==> config.mk <==
export PLATFORM = sky130hd
export DESIGN_NAME = full_adder
export DESIGN_NICKNAME = d
export VERILOG_FILES = /design/src/rtl/full_adder_pkg.sv /design/src/rtl/full_adder_cell.sv /design/src/rtl/full_adder.sv
export SDC_FILE = /design/constraint.sdc
export NUM_CORES = 1
export LEC_CHECK = 0
export CAP_MARGIN = 0
export CELL_PAD_IN_SITES_DETAIL_PLACEMENT = 2
export CELL_PAD_IN_SITES_GLOBAL_PLACEMENT = 2
export CORE_AREA = 2 2 39 41
export CTS_BUF_LIST = sky130_fd_sc_hd__clkbuf_4 sky130_fd_sc_hd__clkbuf_8 sky130_fd_sc_hd__clkbuf_16
export CTS_CLUSTER_DIAMETER = 200
export DETAILED_ROUTE_END_ITERATION = 10
export DIE_AREA = 0 0 41 43
export GPL_TIMING_DRIVEN = 0
export PLACE_DENSITY = 0.4
export RECOVER_POWER = 50
export SYNTH_ARGS = -nofsm -noshare
export SYNTH_HDL_FRONTEND = slang
export SYNTH_SLANG_ARGS = --single-unit
==> constraint.sdc <==
create_clock -name clk -period 1.01 [get_ports clk]
set_input_delay 0.1515 -clock clk [delete_from_list [all_inputs] [get_ports clk]]
set_output_delay 0.1515 -clock clk [all_outputs]
set_load 0.1 [all_outputs]
==> src/rtl/full_adder_pkg.sv <==
// Shared constants and golden reference model for the full_adder block.
package full_adder_pkg;

    localparam int unsigned FA_MAX_WIDTH = 64;

    // Returns {carry_out, sum} at the maximum width; callers slice to their WIDTH.
    function automatic logic [FA_MAX_WIDTH:0] fa_ref(
        input logic [FA_MAX_WIDTH-1:0] a,
        input logic [FA_MAX_WIDTH-1:0] b,
        input logic                    cin
    );
        return {1'b0, a} + {1'b0, b} + {{FA_MAX_WIDTH{1'b0}}, cin};
    endfunction

endpackage

==> src/rtl/full_adder_cell.sv <==
// Combinational 1-bit full adder cell, the ripple-chain building block of full_adder.
module full_adder_cell
    import full_adder_pkg::*;
(
    input  logic a,
    input  logic b,
    input  logic ci,
    output logic s,
    output logic co
);

    logic w_half;

    assign w_half = a ^ b;
    assign s      = w_half ^ ci;
    assign co     = (a & b) | (ci & w_half);

endmodule

==> src/rtl/full_adder.sv <==
// Registered ripple-carry adder with one cycle of latency and a valid strobe.
// Define FULL_ADDER_OVERFLOW_EN to add the registered signed-overflow output ovf.
module full_adder
    import full_adder_pkg::*;
#(
    parameter int unsigned WIDTH = 1
) (
    input  logic             clk,
    input  logic             rst_n,
    input  logic             in_valid,
    input  logic [WIDTH-1:0] a,
    input  logic [WIDTH-1:0] b,
    input  logic             cin,
    output logic             out_valid,
    output logic [WIDTH-1:0] s,
`ifdef FULL_ADDER_OVERFLOW_EN
    output logic             ovf,
`endif
    output logic             cout
);

    if (WIDTH < 1 || WIDTH > FA_MAX_WIDTH) begin : g_width_check
        $error("full_adder: WIDTH %0d outside 1..%0d", WIDTH, FA_MAX_WIDTH);
    end

    logic [WIDTH:0]   w_carry;
    logic [WIDTH-1:0] w_sum;

    assign w_carry[0] = cin;

    for (genvar i = 0; i < WIDTH; i++) begin : g_cell
        full_adder_cell u_cell (
            .a  (a[i]),
            .b  (b[i]),
            .ci (w_carry[i]),
            .s  (w_sum[i]),
            .co (w_carry[i+1])
        );
    end

    logic [WIDTH-1:0] r_s;
    logic             r_cout;
    logic             r_valid;

    // Result registers only load on in_valid, so X operands while idle never propagate.
    always_ff @(posedge clk or negedge rst_n) begin
        if (!rst_n) begin
            r_s     <= '0;
            r_cout  <= 1'b0;
            r_valid <= 1'b0;
        end else begin
            r_valid <= in_valid;
            if (in_valid) begin
                r_s    <= w_sum;
                r_cout <= w_carry[WIDTH];
            end
        end
    end

`ifdef FULL_ADDER_OVERFLOW_EN
    logic r_ovf;

    // Signed overflow: carry into the MSB differs from carry out of it.
    always_ff @(posedge clk or negedge rst_n) begin
        if (!rst_n) begin
            r_ovf <= 1'b0;
        end else if (in_valid) begin
            r_ovf <= w_carry[WIDTH] ^ w_carry[WIDTH-1];
        end
    end

    assign ovf = r_ovf;
`endif

    assign s         = r_s;
    assign cout      = r_cout;
    assign out_valid = r_valid;

endmodule

==> impl_metrics.json, run 1 <==
{
  "clk_latency_ns": 0.22,
  "ir_worst_vdd_v": 0.000391,
  "area_delta_synth_final_pct": 138,
  "clock_skew_ns": 0,
  "cts_hold_buf": 0,
  "cts_sinks": 3,
  "p_per_area_mw_per_mm2": 2180,
  "required_ns": 0.86,
  "worst_path_largest_cell_delay_ns": 0.49,
  "setup-violations-final": 2,
  "core-area_mm2": 0.00138,
  "grt_pass1_wl_um": 455,
  "diodes": 0,
  "rsz0062_at_grt": "true",
  "relSlewSlack_pct": 86.6,
  "grt-ovfl-total": 0,
  "p_leak_nw": 0.117,
  "drt_iter0_drc": 2,
  "drc": 0,
  "clk_pin_slew_ns": 0.03,
  "critPathBufInv": 1,
  "drv_slew": 0,
  "preCtsSetupSlack_ns": -0.653,
  "syn_inst": 6,
  "crit_path_max_fanout": 2,
  "fmax_mhz": 960,
  "antenna_left": 0,
  "ys_seq_area_share_pct": 63.8,
  "clockRootBuffer": "clkbuf_4",
  "yosys_warnings": 0,
  "hold_violations": 0,
  "cts_setup_buffers": 0,
  "status": "complete, but fails checks",
  "start_util_pct": 8.50,
  "drv_cap": 0,
  "end_kind": "output port",
  "cp.arrival_ns": 0.89,
  "min_path_type": "input port to asynchronous set/reset pin",
  "htree_num_levels": 1,
  "synth.distinct_cells": 3,
  "mostFrequentLayoutCell": "clkbuf_4",
  "gp_congestion": 0.474,
  "die_area_mm2": 0.00176,
  "setup_ws_ns": -0.0314,
  "violations": "setup timing",
  "place_inst": 30,
  "first_pass_iters": 2,
  "slowest_stage": "dfrtp_4",
  "stdcell_count": 34,
  "cp_cell_sequence": "buf_12",
  "fill_cells": 156,
  "die_x_um": 41,
  "cts_tree": "built",
  "period_share_pct": 103,
  "cts-buffers-inserted": 3,
  "cp-start-kind": "register",
  "grtUsageTotal_pct": 4.43,
  "fp.dieH_um": 43,
  "routed_via_density": 2.79,
  "path_class": "register to output port",
  "nets": 26,
  "drt-total-wl_um": 342,
  "fin_crit_ns": 1.04,
  "antenna_found_initial": 0,
  "synth.avg_cell_area_um2": 19.6,
  "worst_slew_pin_slew_ns": 0.201,
  "syn_area_um2": 118,
  "wire_per_inst_um": 10.1,
  "ys_ff_latch": 3,
  "grt_max_degree": 4,
  "rows": 14,
  "portBuffers": 8,
  "synthesis.nets": 13,
  "vias": 95,
  "num_io_pins": 9,
  "cp_top_family": "flip-flops",
  "cts_buffer_depth": 2,
  "final_cell_mix": "4 x clkbuf_4, 2 x dfrtp_4, 2 x clkdlybuf4s15_1, 2 x buf_12",
  "grt_pass1_vias": 118,
  "drive_gt1_share_pct": 66.7
}
[power breakdown]
| group | total (mW) | internal [mW] | switching (mW) |
|---|---|---|---|
| registers | 0.163 | 0.145 | 0.0174 |
| clock network | 0.227 | 0.174 | 0.0524 |
| logic | 0.221 | 0.0853 | 0.136 |
| total | 0.610 | 0.405 | 0.206 |
[synthesized netlist by cell type (all sizes together)]
cell,instances,area (um2)
fa,1,20.0
mux2,2,22.5
dfrtp,3,75.1
[layer usage]
metal	routed length [um]	part of all wire (%)	global-route usage, %
met1	115	34	2.27
met2	187	55	7.81
met3	39	11	3.14
met4	0	0	4.00
met5	0	0	0
[per-stage QoR]
| step | cell area, um2 | total power [mW] | TNS (ns) | hold slack, ns | util [%] |
|---|---|---|---|---|---|
| final | 280 | 0.610 | -0.0489 | 0.184 | 20.3 |
| after detailed placement | 226 | 0.344 | -2.75 | 0.353 | 16.4 |
| after global placement | 226 | 0.344 | -2.74 | 0.348 | 16.4 |
| after global routing | 280 | 0.644 | -0.0951 | 0.189 | 20.3 |
| after floorplan | 126 | 0.283 | -0.0210 | -0.144 | - |
| after CTS | 265 | 0.602 | -0.0810 | 0.113 | 19.2 |
[registers in the layout, summed over array words and instances (netlist names)]
| register | flops |
|---|---|
| s | 1 |
| out_valid | 1 |
| cout | 1 |
[path summary, 6_finish.rpt]
kind	start	end	slack [ns]	depth (start not counted)
min in group clk	cin	cout	0.45	3
worst max-delay path	s	s	-0.03	1
worst min register to register	cout	cout	0.59	1
worst max register to register	s	s	0.13	1
max in group asynchronous	rst_n	s	0.66	1
worst min-delay path	rst_n	cout	0.18	1
[area by class of cell]
type / instances / area (um2) / share of cell area (%)
clock buffer: 4 / 30.0 / 10.7
sequential: 3 / 83.8 / 29.9
tap: 16 / 20.0 / 7.14
multi-input combinational: 3 / 46.3 / 16.5
timing repair buffer: 8 / 100 / 35.7
[cells by family (layout without fill, tap and decap cells)]
| group | Yosys count | after routing | share of synthesized area [%] |
|---|---|---|---|
| DFF | 3 | 3 | 63.8 |
| muxes | 2 | 2 | 19.1 |
| adders and majority gates | 1 | 1 | 17.0 |
| buffers and inverters | 0 | 12 | 0 |
[repair_timing]
item / in CTS / in global routing
cloned: 0 / 0
endpoints found under the hold margin: 0 / 0
pin swaps: 1 / 1
gates resized for setup: 26 / 5
endpoints found under the setup margin: 5 / 4
Power figures use the tool's default switching activity.
==> inputs of run 2 (changes only) <==
- SLEW_MARGIN: default -> 30
==> results of run 2 <==
The final DEF is identical to that of run 1; final timing and power are the same.
==> inputs of run 3 (changes only) <==
- clock period: 1.01 -> 1.33 ns (I/O delays scaled with it)
==> impl_metrics.json, run 3 (synthesis results as in run 1) <==
{
  "ctsResizeCount": 13,
  "clk_pin_slew_ns": 0.04,
  "portBuffers": 8,
  "drc": 0,
  "cts-buffers-inserted": 3,
  "p_per_area_mw_per_mm2": 1760,
  "path_depth": 3,
  "cts_hold_buf": 0,
  "grtUsageMet3_pct": 5.76,
  "first_pass_iters": 1,
  "whs_ns": 0.227,
  "status": "finished, final reports clean",
  "core-area_mm2": 0.00138,
  "rows": 14,
  "drt-total-wl_um": 346,
  "drt_iter0_drc": 0,
  "cp_top_family": "adder cells",
  "grtUsageTotal_pct": 5.75,
  "fin_setup_tns_ns": 0,
  "final_cell_mix": "4 x clkbuf_4, 3 x dfrtp_1, 3 x clkdlybuf4s50_1",
  "area_delta_synth_final_pct": 103,
  "period_share_pct": 96.9,
  "grtUsageMet2_pct": 6.88,
  "hpwl_um": 291,
  "worst_slew_pin_slew_ns": 0.543,
  "mostFrequentLayoutCell": "clkbuf_4",
  "cp-start-kind": "input port",
  "rsz0062_at_grt": "false",
  "wire_per_inst_um": 10.2,
  "crit_path_max_fanout": 1,
  "ir_worst_vdd_v": 0.000259,
  "die_x_um": 41,
  "fmax_mhz": 776,
  "die_area_mm2": 0.00176,
  "end_kind": "register",
  "setup-violations-final": 0,
  "r2r_cells": 1,
  "fp.dieH_um": 43,
  "routed_via_density": 2.94,
  "fin_crit_ns": 1.29,
  "grt_pass1_wl_um": 552,
  "grt_max_degree": 4,
  "critPathBufInv": 1,
  "antenna_left": 0,
  "required_ns": 1.44,
  "slowest_stage": "fa_1",
  "worst_path_largest_cell_delay_ns": 0.49,
  "num_io_pins": 9,
  "power_mw": 0.420,
  "cts_tree": "built",
  "clockRootBuffer": "clkbuf_4",
  "clock_skew_ns": 0,
  "met1_usage_pct": 3.91,
  "grt-ovfl-total": 0,
  "start_util_pct": 8.50,
  "nets": 26,
  "cp.arrival_ns": 1.40,
  "gp_congestion": 0.534,
  "relSlewSlack_pct": 64.0,
  "vias": 100,
  "min_path_type": "input port to asynchronous set/reset pin",
  "htree_num_levels": 1,
  "antenna_found_initial": 0,
  "cts_buffer_depth": 2,
  "busiest_layer": "met4",
  "clk_latency_ns": 0.23,
  "cts_sinks": 3,
  "cp_cell_sequence": "clkdlybuf4s50_1, fa_1, mux2_2",
  "path_class": "input port to register",
  "hold_violations": 0,
  "drv_cap": 0,
  "diodes": 0,
  "p_leak_nw": 0.101,
  "cts_setup_buffers": 0,
  "drive_gt1_share_pct": 50.0,
  "drv_slew": 0,
  "grt_pass1_vias": 134
}
-- run 3: cell count changes in the layout (fill, tap and decap cells not counted), sizes merged --
cell / before / now
buf: 3 / 2
clkdlybuf4s15: 2 / 1
dlygate4sd3: 1 / 2
dlygate4sd2: 1 / 0
clkdlybuf4s50: 1 / 3
-- run 3: metrics by stage --
step / setup slack, ns / cells / utilization [%] / area (um2)
final: 0.0414 / 34 / 17.3 / 239
after global routing: 0.0158 / 34 / 17.3 / 239
after CTS: 0.0302 / 34 / 17.3 / 239
after detailed placement: -0.346 / 30 / 15.7 / 218
after global placement: -0.337 / 30 / 15.7 / 218
after floorplan: 0.0741 / 6 / - / 118
-- run 3: cell type report --
| cell class | instances | area (um2) |
|---|---|---|
| Fill cell | 161 | 1140 |
| Clock buffer | 4 | 30.0 |
| Tap cell | 16 | 20.0 |
| Sequential cell | 3 | 75.1 |
| Multi-Input combinational cell | 3 | 42.5 |
| Timing Repair Buffer | 8 | 71.3 |
-- run 3: where the power goes --
part / internal [mW] / leakage [nW] / switching [mW]
Sequential: 0.103 / 0.0350 / 0.00559
Clock: 0.133 / 0.0184 / 0.0459
Combinational: 0.0310 / 0.0479 / 0.102
Total: 0.267 / 0.101 / 0.153
-- run 3: metal layers --
layer  up-vias  share of wire [%]
met4         0                  0
met3         0                 25
met5         -                  0
met2         9                 42
met1        47                 33
li1         44                  -
-- run 3: final timing paths --
path | start | to | slack (ns)
setup / recovery | a | s | 0.04
hold / removal | rst_n | cout | 0.23
setup reg to reg | s | s | 0.58
hold reg to reg | cout | cout | 0.52
max in group asynchronous | rst_n | out_valid | 0.95
min in group clk | cout | cout | 0.52
